`src/rtl/output_sram_write_arbiter.sv`:
```
// output_sram_write_arbiter: round-robin arbiter that streams one bank buffer's
// feature-vector beats into the output SRAM, two words per row.
module output_sram_write_arbiter #(
    parameter int NUM_BANKS     = 4,
    parameter int FV_SIZE       = 16,
    parameter int MAX_FV_NUM    = 16,
    parameter int MAX_NODE_ID   = 64,
    parameter int GRANT_TIMEOUT = 16,
    localparam int BEATS  = MAX_FV_NUM / 2,
    localparam int NID_W  = $clog2(MAX_NODE_ID),
    localparam int ADDR_W = $clog2(MAX_NODE_ID * BEATS)
) (
    input  logic                             clk,
    input  logic                             reset,
    input  logic [NUM_BANKS-1:0]             bank_req,
    input  logic [NUM_BANKS-1:0]             bank_valid,
    input  logic [NUM_BANKS-1:0]             bank_sos,
    input  logic [NUM_BANKS-1:0]             bank_eos,
    input  logic [NUM_BANKS*2*FV_SIZE-1:0]   bank_data,
    input  logic [NUM_BANKS*NID_W-1:0]       bank_nodeid,
    output logic [NUM_BANKS-1:0]             bank_grant,
    output logic                             sram_wen,
    output logic [ADDR_W-1:0]                sram_addr,
    output logic [2*FV_SIZE-1:0]             sram_wdata,
    output logic                             wr_done,
    output logic                             err,
    output logic                             busy
);
    localparam int IW = NUM_BANKS > 1 ? $clog2(NUM_BANKS) : 1;
    localparam int BW = BEATS > 1 ? $clog2(BEATS) : 1;
    localparam int CW = $clog2(GRANT_TIMEOUT + 1);

    typedef enum logic [1:0] {IDLE, WAIT_SOS, XFER} state_t;

    state_t                state_q, state_d;
    logic [IW-1:0]         last_q, last_d;
    logic [NUM_BANKS-1:0]  grant_q, grant_d;
    logic [NID_W-1:0]      nid_q, nid_d;
    logic [BW-1:0]         beat_q, beat_d;
    logic [CW-1:0]         cnt_q, cnt_d;
    logic                  wen_q, wen_d;
    logic [ADDR_W-1:0]     addr_q, addr_d;
    logic [2*FV_SIZE-1:0]  wdata_q, wdata_d;
    logic                  done_q, done_d;
    logic                  err_q, err_d;

    logic [IW-1:0]         sel;
    logic                  found;
    logic                  gv, gs, ge;
    logic [2*FV_SIZE-1:0]  gdata;
    logic [NID_W-1:0]      gnid;
    logic [BW-1:0]         nbeat;

    function automatic logic [ADDR_W-1:0] addr_of(input logic [NID_W-1:0] n, input logic [BW-1:0] b);
        return ADDR_W'(n) * ADDR_W'(BEATS) + ADDR_W'(b);
    endfunction

    // last_q holds the bank chosen most recently, so it doubles as the granted index
    assign gv    = bank_valid[last_q];
    assign gs    = bank_sos[last_q];
    assign ge    = bank_eos[last_q];
    assign nbeat = beat_q + 1'b1;

    always_comb begin
        gdata = '0;
        gnid  = '0;
        for (int b = 0; b < NUM_BANKS; b++) begin
            if (IW'(b) == last_q) begin
                gdata = bank_data[b*2*FV_SIZE +: 2*FV_SIZE];
                gnid  = bank_nodeid[b*NID_W +: NID_W];
            end
        end
    end

    always_comb begin
        sel   = last_q;
        found = 1'b0;
        for (int k = 1; k <= NUM_BANKS; k++) begin
            if (!found && bank_req[IW'((int'(last_q) + k) % NUM_BANKS)]) begin
                found = 1'b1;
                sel   = IW'((int'(last_q) + k) % NUM_BANKS);
            end
        end
    end

    always_comb begin
        state_d = state_q;
        last_d  = last_q;
        grant_d = grant_q;
        nid_d   = nid_q;
        beat_d  = beat_q;
        cnt_d   = cnt_q;
        wen_d   = 1'b0;
        addr_d  = addr_q;
        wdata_d = wdata_q;
        done_d  = 1'b0;
        err_d   = err_q;
        case (state_q)
            IDLE: begin
                if (|bank_req) begin
                    state_d = WAIT_SOS;
                    last_d  = sel;
                    grant_d = NUM_BANKS'(1) << sel;
                    cnt_d   = '0;
                end
            end
            WAIT_SOS: begin
                if (gv && gs) begin
                    nid_d   = gnid;
                    beat_d  = '0;
                    wen_d   = 1'b1;
                    addr_d  = addr_of(gnid, '0);
                    wdata_d = gdata;
                    done_d  = ge;
                    grant_d = ge ? '0 : grant_q;
                    state_d = ge ? IDLE : XFER;
                end else if (cnt_q == CW'(GRANT_TIMEOUT - 1)) begin
                    err_d   = 1'b1;
                    grant_d = '0;
                    state_d = IDLE;
                end else begin
                    cnt_d = cnt_q + 1'b1;
                end
            end
            XFER: begin
                if (gv) begin
                    err_d = err_q | gs;
                    // a beat past the last row would spill into the next node's rows
                    if (beat_q == BW'(BEATS - 1)) begin
                        err_d   = 1'b1;
                        grant_d = '0;
                        state_d = IDLE;
                    end else begin
                        beat_d  = nbeat;
                        wen_d   = 1'b1;
                        addr_d  = addr_of(nid_q, nbeat);
                        wdata_d = gdata;
                        done_d  = ge;
                        grant_d = ge ? '0 : grant_q;
                        state_d = ge ? IDLE : XFER;
                    end
                end
            end
            default: state_d = IDLE;
        endcase
    end

    always_ff @(posedge clk) begin
        if (reset) begin
            state_q <= IDLE;
            last_q  <= IW'(NUM_BANKS - 1);
            grant_q <= '0;
            nid_q   <= '0;
            beat_q  <= '0;
            cnt_q   <= '0;
            wen_q   <= 1'b0;
            addr_q  <= '0;
            wdata_q <= '0;
            done_q  <= 1'b0;
            err_q   <= 1'b0;
        end else begin
            state_q <= state_d;
            last_q  <= last_d;
            grant_q <= grant_d;
            nid_q   <= nid_d;
            beat_q  <= beat_d;
            cnt_q   <= cnt_d;
            wen_q   <= wen_d;
            addr_q  <= addr_d;
            wdata_q <= wdata_d;
            done_q  <= done_d;
            err_q   <= err_d;
        end
    end

    assign bank_grant = grant_q;
    assign sram_wen   = wen_q;
    assign sram_addr  = addr_q;
    assign sram_wdata = wdata_q;
    assign wr_done    = done_q;
    assign err        = err_q;
    assign busy       = state_q != IDLE;
endmodule
```
`config.mk`:
```
export PLATFORM = sky130hd
export DESIGN_NAME = output_sram_write_arbiter
export DESIGN_NICKNAME = d
export VERILOG_FILES = /design/src/rtl/output_sram_write_arbiter.sv
export SDC_FILE = /design/constraint.sdc
export NUM_CORES = 1
export LEC_CHECK = 0
export CORE_UTILIZATION = 40
export DETAILED_ROUTE_END_ITERATION = 6
export PLACE_DENSITY = 0.78
export SLEW_MARGIN = 15
export SYNTH_ARGS = -nofsm -noshare
export SYNTH_HDL_FRONTEND = slang
export SYNTH_SLANG_ARGS = --single-unit
```
`constraint.sdc`:
```
create_clock -name clk -period 2.8 [get_ports clk]
set_input_delay 0.56 -clock clk [delete_from_list [all_inputs] [get_ports clk]]
set_output_delay 0.56 -clock clk [all_outputs]
set_load 0.01 [all_outputs]
```
==> results of run 1 <==
how the worst max path moves through the flow:
stage / from / to / slack, ns
final: last_q[0] / bank_grant[3] / 0.38
after global routing: last_q[0] / bank_grant[3] / 0.19
after CTS: last_q[0] / bank_grant[2] / 0.39
after detailed placement: bank_req[1] / bank_grant[2] / 0.05
after global placement: bank_req[1] / bank_grant[2] / 0.18
after floorplan: last_q[0] / bank_grant[2] / 0.56
cell type report:
| type | instances | area (µm²) | area share, % |
|---|---|---|---|
| multi-input cells | 438 | 2680 | 39.8 |
| repair buffers | 236 | 2350 | 35.0 |
| flip-flops and latches | 63 | 1260 | 18.8 |
| well taps | 133 | 166 | 2.48 |
| clock buffers | 10 | 138 | 2.05 |
| clock inverters | 6 | 83.8 | 1.25 |
| inverters | 11 | 41.3 | 0.615 |
report_power, final:
part	internal [mW]	leakage [nW]	switching, mW
Sequential	1.16	0.514	0.165
Combinational	1.60	1.80	1.85
Clock	0.522	0.116	0.352
Total	3.29	2.43	2.36
worst register-to-register path: stages, from the launching register on:
cell and delay, ns:
dfxtp_1 0.51, buf_4 0.28, mux4_2 0.52, nand2b_1 0.18
nor2b_1 0.15, xnor2_1 0.15, nor4_1 0.40, a22o_1 0.19
cells by family (layout without fill, tap and decap cells):
| group | after synthesis | count (layout) | synth area share, % |
|---|---|---|---|
| DFF | 63 | 63 | 30.3 |
| muxes | 13 | 13 | 4.96 |
| AOI/OAI and AO/OA | 159 | 159 | 24.7 |
| buffers and inverters | 58 | 263 | 5.86 |
| adders and majority gates | 12 | 12 | 3.61 |
| and+or+nand+nor | 250 | 250 | 29.7 |
| xor gates and xnor gates | 4 | 4 | 0.842 |
stage by stage:
| stage | power [mW] | util, % | cell area [µm²] | setup slack, ns |
|---|---|---|---|---|
| final | 5.65 | 67.8 | 6720 | 0.379 |
| after global routing | 6.08 | 67.8 | 6720 | 0.187 |
| after CTS | 5.67 | 67.8 | 6720 | 0.386 |
| after detailed placement | 4.77 | 65.5 | 6490 | 0.0495 |
| after global placement | 4.68 | 65.5 | 6490 | 0.185 |
| after floorplan | 3.47 | - | 4160 | 0.563 |
metal layers:
layer | GRT usage (%) | vias up | wire length (µm)
met3 | 6.08 | 33 | 901
li1 | - | 2407 | -
met2 | 51.8 | 160 | 7800
met1 | 32.5 | 2336 | 6180
met5 | 0 | - | 0
met4 | 13.0 | 0 | 502
flip-flops by register name, summed over array words and instances, names as in the netlist:
signal / cells
sram_wdata: 32
beat_q: 2
err: 1
last_q: 2
sram_wen: 1
bank_grant: 4
cnt_q: 5
sram_addr: 7
wr_done: 1
state_q: 2
nid_q: 6
layout by cell type (no fill, tap or decap), drive strengths merged, types with 2 or more instances in the layout:
| master | synthesis | final |
|---|---|---|
| a2111oi | 3 | 3 |
| a211oi | 35 | 35 |
| a21o | 2 | 2 |
| a21oi | 83 | 83 |
| a22o | 4 | 4 |
| a22oi | 2 | 2 |
| a311oi | 2 | 2 |
| a31o | 5 | 5 |
| and2 | 2 | 2 |
| and3 | 8 | 8 |
| buf | 11 | 19 |
| bufinv | 0 | 2 |
| clkbuf | 36 | 10 |
| clkdlybuf4s50 | 0 | 217 |
| clkinv | 0 | 4 |
| dfxtp | 63 | 63 |
| ha | 12 | 12 |
| inv | 11 | 11 |
| mux2i | 6 | 6 |
| mux4 | 6 | 6 |
| nand2 | 58 | 58 |
| nand2b | 7 | 7 |
| nand3 | 3 | 3 |
| nand3b | 38 | 38 |
| nor2 | 83 | 83 |
| nor2b | 6 | 6 |
| nor3 | 34 | 34 |
| nor3b | 2 | 2 |
| nor4 | 2 | 2 |
| o211a | 3 | 3 |
| o211ai | 8 | 8 |
| o21a | 2 | 2 |
| o21ai | 5 | 5 |
| or3b | 2 | 2 |
| xnor2 | 2 | 2 |
| xor2 | 2 | 2 |
==> flow_metrics.py, run 1 <==
metrics = {
    "synthesis": {
        "netlist_top_cells_count": "a21oi_1 (83), nor2_1 (82), dfxtp_1 (63)",
        "syn_nets": 741,
        "netlist_area_um2": 4160,
        "synth.most_common_cell": "a21oi_1",
        "async_flop_share_pct": 0,
        "synth_top_area_cell": "dfxtp_1",
        "synth_edf_count": 0,
        "yosysTopAreaCellShare_pct": 30.3,
        "ys.warnings.count": 0,
        "ys_seq_elements": 63,
        "seq_area_frac_synth_pct": 30.3,
        "synthDistinctLibCells": 51,
        "ys_top_cells_by_area": "dfxtp_1 (30%), a21oi_1 (10%), nor2_1 (7.4%), nand3b_1 (6.9%), a211oi_1 (6.3%)",
        "yosys_most_used_dff": "dfxtp_1",
        "avgSynthCellArea_um2": 7.45,
        "synthCells": 559,
    },
    "hold_path": {
        "hold_class": "in2reg",
        "min_to": "state_q[0]",
        "hold_path_depth": 2,
        "min_from": "reset",
    },
    "cells_and_area": {
        "final_cells": 897,
        "nNetsFinal": 941,
        "n_fill_cell": 833,
        "antenna_cells": 0,
        "syn_to_final_growth_pct": 61.3,
        "final_layout_size_suffix_gt1_share_pct": 7.46,
    },
    "worst_setup_path": {
        "crit_slowest_cell": "mux4_2",
        "critPathArrivalTime_ns": 2.70,
        "r2r_slack_ns": 0.38,
        "r2r_end": "bank_grant[3]",
        "crit_type": "reg2reg",
        "crit_path_end_kind": "flip-flop",
        "r2r-start": "last_q[0]",
        "required_ns": 3.08,
        "crit_path_max_fanout": 12,
        "critical_path_depth": 7,
        "critPathLaunchType": "flip-flop",
        "crit_family": "simple AND/OR/NAND/NOR gates",
        "crit_buf_inv": 1,
        "slowest_delay_ns": 0.52,
        "cp_cell_sequence": "buf_4, mux4_2, nand2b_1, nor2b_1, xnor2_1, nor4_1, a22o_1",
        "rr_worst_depth": 7,
    },
    "sta": {
        "slew_headroom_pct": 46.9,
        "slew_violations": 0,
        "max_freq_ghz": 0.413,
        "rsz0062_at_grt": "no",
        "setup_viol": 0,
        "min_period_ns": 2.42,
        "hold_viol": 0,
        "min_period_over_period_pct": 86.5,
        "fin_tns_setup_ns": 0,
        "hold_ws_ns": 0.454,
        "fin_worst_skew_ns": 0.0105,
        "tightest_slew_ns": 0.797,
    },
    "clocking": {
        "cts-root-buf": "clkbuf_8",
        "clockBufferDepth": 2,
        "cts_tree": "yes",
        "path_clk_slew_ns": 0.07,
        "cts_setup_buffers": 0,
        "postCtsHoldBufs": 0,
        "cts_sinks": 63,
        "clk_latency_ns": 0.34,
        "cts_htree_levels": 3,
        "cts_resized": 0,
        "cts_buffers": 9,
    },
    "run_status": {
        "outcome": "finished clean",
    },
    "routing": {
        "post_drt_wl_per_cell_um": 17.2,
        "via_per_inst": 5.50,
        "detail-route-antenna-nets": 0,
        "vias": 4936,
        "drt_pass1_iterations": 5,
        "drt-total-wl_mm": 15.4,
        "drc": 0,
        "drt_iter0_markers": 265,
    },
    "placement": {
        "place_congestion": 0.909,
        "hpwlAfterDp_mm": 11.8,
        "dp.cells": 881,
        "port_buffers": 218,
    },
    "global_route": {
        "grt-ovfl-total": 0,
        "grt_pass1_wl_mm": 24.9,
        "grt_max_degree": 44,
        "grt_use_total_pct": 28.8,
        "antenna_found_initial": 0,
        "grt_pass1_vias": 5035,
    },
    "power": {
        "powerDensity_nw_per_um2": 841,
        "p_leak_nw": 2.43,
        "peakVddDrop_uv": 431,
    },
    "floorplanning": {
        "initial_core_util_pct": 42.0,
        "io-pin-count": 219,
        "die_height_um": 104,
        "core_um2": 9910,
        "die_area_um2": 10800,
        "die_w_um": 104,
        "rows": 36,
    },
    "run": {
        "maxCapViolations": 0,
    },
}
Note: power is estimated with default switching activity, not from simulation.
==> inputs of run 2 (changes only) <==
- CAP_MARGIN: not set -> 20
- GPL_TIMING_DRIVEN: not set -> 0
==> run 2 against run 1 <==
  * Cell count is 3.1% higher
  * Hold slack better by 0.026 ns
  * Utilization is 0.19 points higher
  * Register-to-register slack worse by 0.17 ns
  * Sequential cell count stayed put
  * Critical path depth is 2 higher
  * Clock skew is 0.0016 ns higher
  * Largest power group unchanged
  * Die area stayed put
  * Cell area is 0.28% higher
  * First-iteration DRC count is 4.5% higher
==> flow_metrics.py, run 2 (synthesized netlist as in run 1, its figures left out) <==
metrics = {
    "clocking": {
        "clockBufferDepth": 2,
        "cts_sinks": 63,
        "cts-root-buf": "clkbuf_8",
        "cts_resized": 0,
        "cts_tree": "yes",
        "clk_latency_ns": 0.34,
        "postCtsHoldBufs": 0,
        "path_clk_slew_ns": 0.08,
        "cts_setup_buffers": 0,
        "cts_buffers": 9,
        "cts_htree_levels": 3,
    },
    "sta": {
        "slew_headroom_pct": 47.9,
        "min_period_over_period_pct": 92.4,
        "min_period_ns": 2.59,
        "fin_tns_setup_ns": 0,
        "slew_violations": 0,
        "setup_viol": 0,
        "rsz0062_at_grt": "no",
        "max_freq_ghz": 0.387,
        "hold_viol": 0,
        "tightest_slew_ns": 0.782,
        "fin_worst_skew_ns": 0.0121,
    },
    "power": {
        "p_leak_nw": 2.41,
        "pwr-share-comb_pct": 61.2,
        "powerDensity_nw_per_um2": 851,
        "peakVddDrop_uv": 466,
        "p_int_mw": 3.24,
        "power_switching_share_pct": 43.5,
        "p_seq_share_pct": 23.2,
        "p_switching_mw": 2.50,
        "clkPwrFrac_pct": 15.6,
    },
    "worst_setup_path": {
        "crit_path_end_kind": "flip-flop",
        "crit_type": "reg2reg",
        "rr_worst_depth": 9,
        "r2r-start": "state_q[0]",
        "r2r_end": "sram_wdata[26]",
        "crit_path_max_fanout": 10,
        "crit_start": "state_q[0]",
        "required_ns": 3.06,
        "crit_end": "sram_wdata[26]",
        "critPathArrivalTime_ns": 2.85,
        "critPathLaunchType": "flip-flop",
        "r2r_slack_ns": 0.21,
    },
    "cells_and_area": {
        "largest_reg_flops": 32,
        "final_layout_size_suffix_gt1_share_pct": 5.30,
        "syn_to_final_growth_pct": 61.8,
        "final_common_cell": "clkdlybuf4s50_1",
        "nNetsFinal": 969,
        "final_cells": 925,
        "antenna_cells": 0,
        "final_cell_mix": "clkdlybuf4s50_1 (218), a21oi_1 (83), nor2_1 (82), dfxtp_1 (63), nand2_1 (58)",
    },
    "global_route": {
        "grt-ovfl-total": 0,
        "grt_pass1_wl_mm": 26.8,
        "grt_max_degree": 12,
        "grt_pass1_vias": 5070,
        "antenna_found_initial": 0,
        "grt_use_total_pct": 31.5,
    },
    "routing": {
        "drt_iter0_markers": 277,
        "post_drt_wl_per_cell_um": 18.3,
        "detail-route-antenna-nets": 0,
        "vias": 5073,
        "via_per_inst": 5.48,
        "drt-total-wl_mm": 17.0,
        "drt_pass1_iterations": 5,
        "drc": 0,
    },
    "placement": {
        "port_buffers": 218,
        "place_congestion": 0.962,
        "hpwlAfterDp_mm": 13.4,
        "dp.cells": 910,
    },
    "floorplanning": {
        "die_height_um": 104,
        "initial_core_util_pct": 42.0,
        "core_um2": 9910,
        "io-pin-count": 219,
        "rows": 36,
        "die_area_um2": 10800,
        "die_w_um": 104,
    },
    "run_status": {
        "outcome": "finished clean",
    },
    "run": {
        "maxCapViolations": 0,
    },
    "hold_path": {
        "hold_class": "reg2reg",
    },
}
## run 2: cell type report
| cell class | count | area, µm² |
|---|---|---|
| Fill cell | 879 | 3170 |
| Multi-Input combinational cell | 438 | 2660 |
| Timing Repair Buffer | 218 | 2180 |
| Sequential cell | 63 | 1260 |
| Buffer | 46 | 201 |
| Tap cell | 133 | 166 |
| Clock buffer | 11 | 141 |
| Clock inverter | 5 | 81.3 |
| Inverter | 11 | 41.3 |
## run 2: worst min-delay path by stage
stage,from,to,slack (ns),cells after the start
CTS,bank_grant[2],bank_grant[2],0.48,1
global route,bank_grant[0],bank_grant[0],0.50,1
floorplan,cnt_q[4],cnt_q[4],0.46,2
finish,bank_grant[2],bank_grant[2],0.48,1
detailed placement,bank_grant[2],bank_grant[2],0.46,1
global placement,beat_q[1],beat_q[1],0.46,2
## run 2: metal layers
metal	vias up	routed length (µm)	GRT usage [%]
li1	2462	-	-
met5	-	0	0
met1	2357	6940	37.8
met3	46	1220	7.96
met2	208	8100	52.8
met4	0	703	14.4
## run 2: through the flow
step           setup slack, ns  cell area [µm²]  power, mW  hold slack, ns  util (%)
2_1_floorplan            0.563             4160       3.47           0.457         -
3_3_place_gp            0.0385             6510       4.70           0.465      65.7
3_5_place_dp           -0.0129             6510       4.79           0.460      65.7
4_1_cts                 0.0941             6730       5.69           0.480      68.0
5_1_grt                 0.0207             6740       6.12           0.496      68.0
6_report                 0.214             6740       5.73           0.480      68.0
## run 2: critical path: stages, from the launching register on
cell and delay [ns]:
dfxtp_1 0.34, inv_1 0.09, ha_1 0.18, inv_1 0.16
nor2_1 0.32, o21ai_0 0.18, a21oi_1 0.63, buf_2 0.36
nor2_1 0.07, nor3_1 0.17
## run 2: power by group through the flow
| stage | logic, mW | clock network, mW | registers [mW] |
|---|---|---|---|
| after floorplan | 2.06 | 0 | 1.42 |
| after global placement | 3.37 | 0 | 1.33 |
| after detailed placement | 3.44 | 0 | 1.34 |
| after CTS | 3.47 | 0.901 | 1.33 |
| after global routing | 3.83 | 0.936 | 1.36 |
| final | 3.51 | 0.893 | 1.33 |
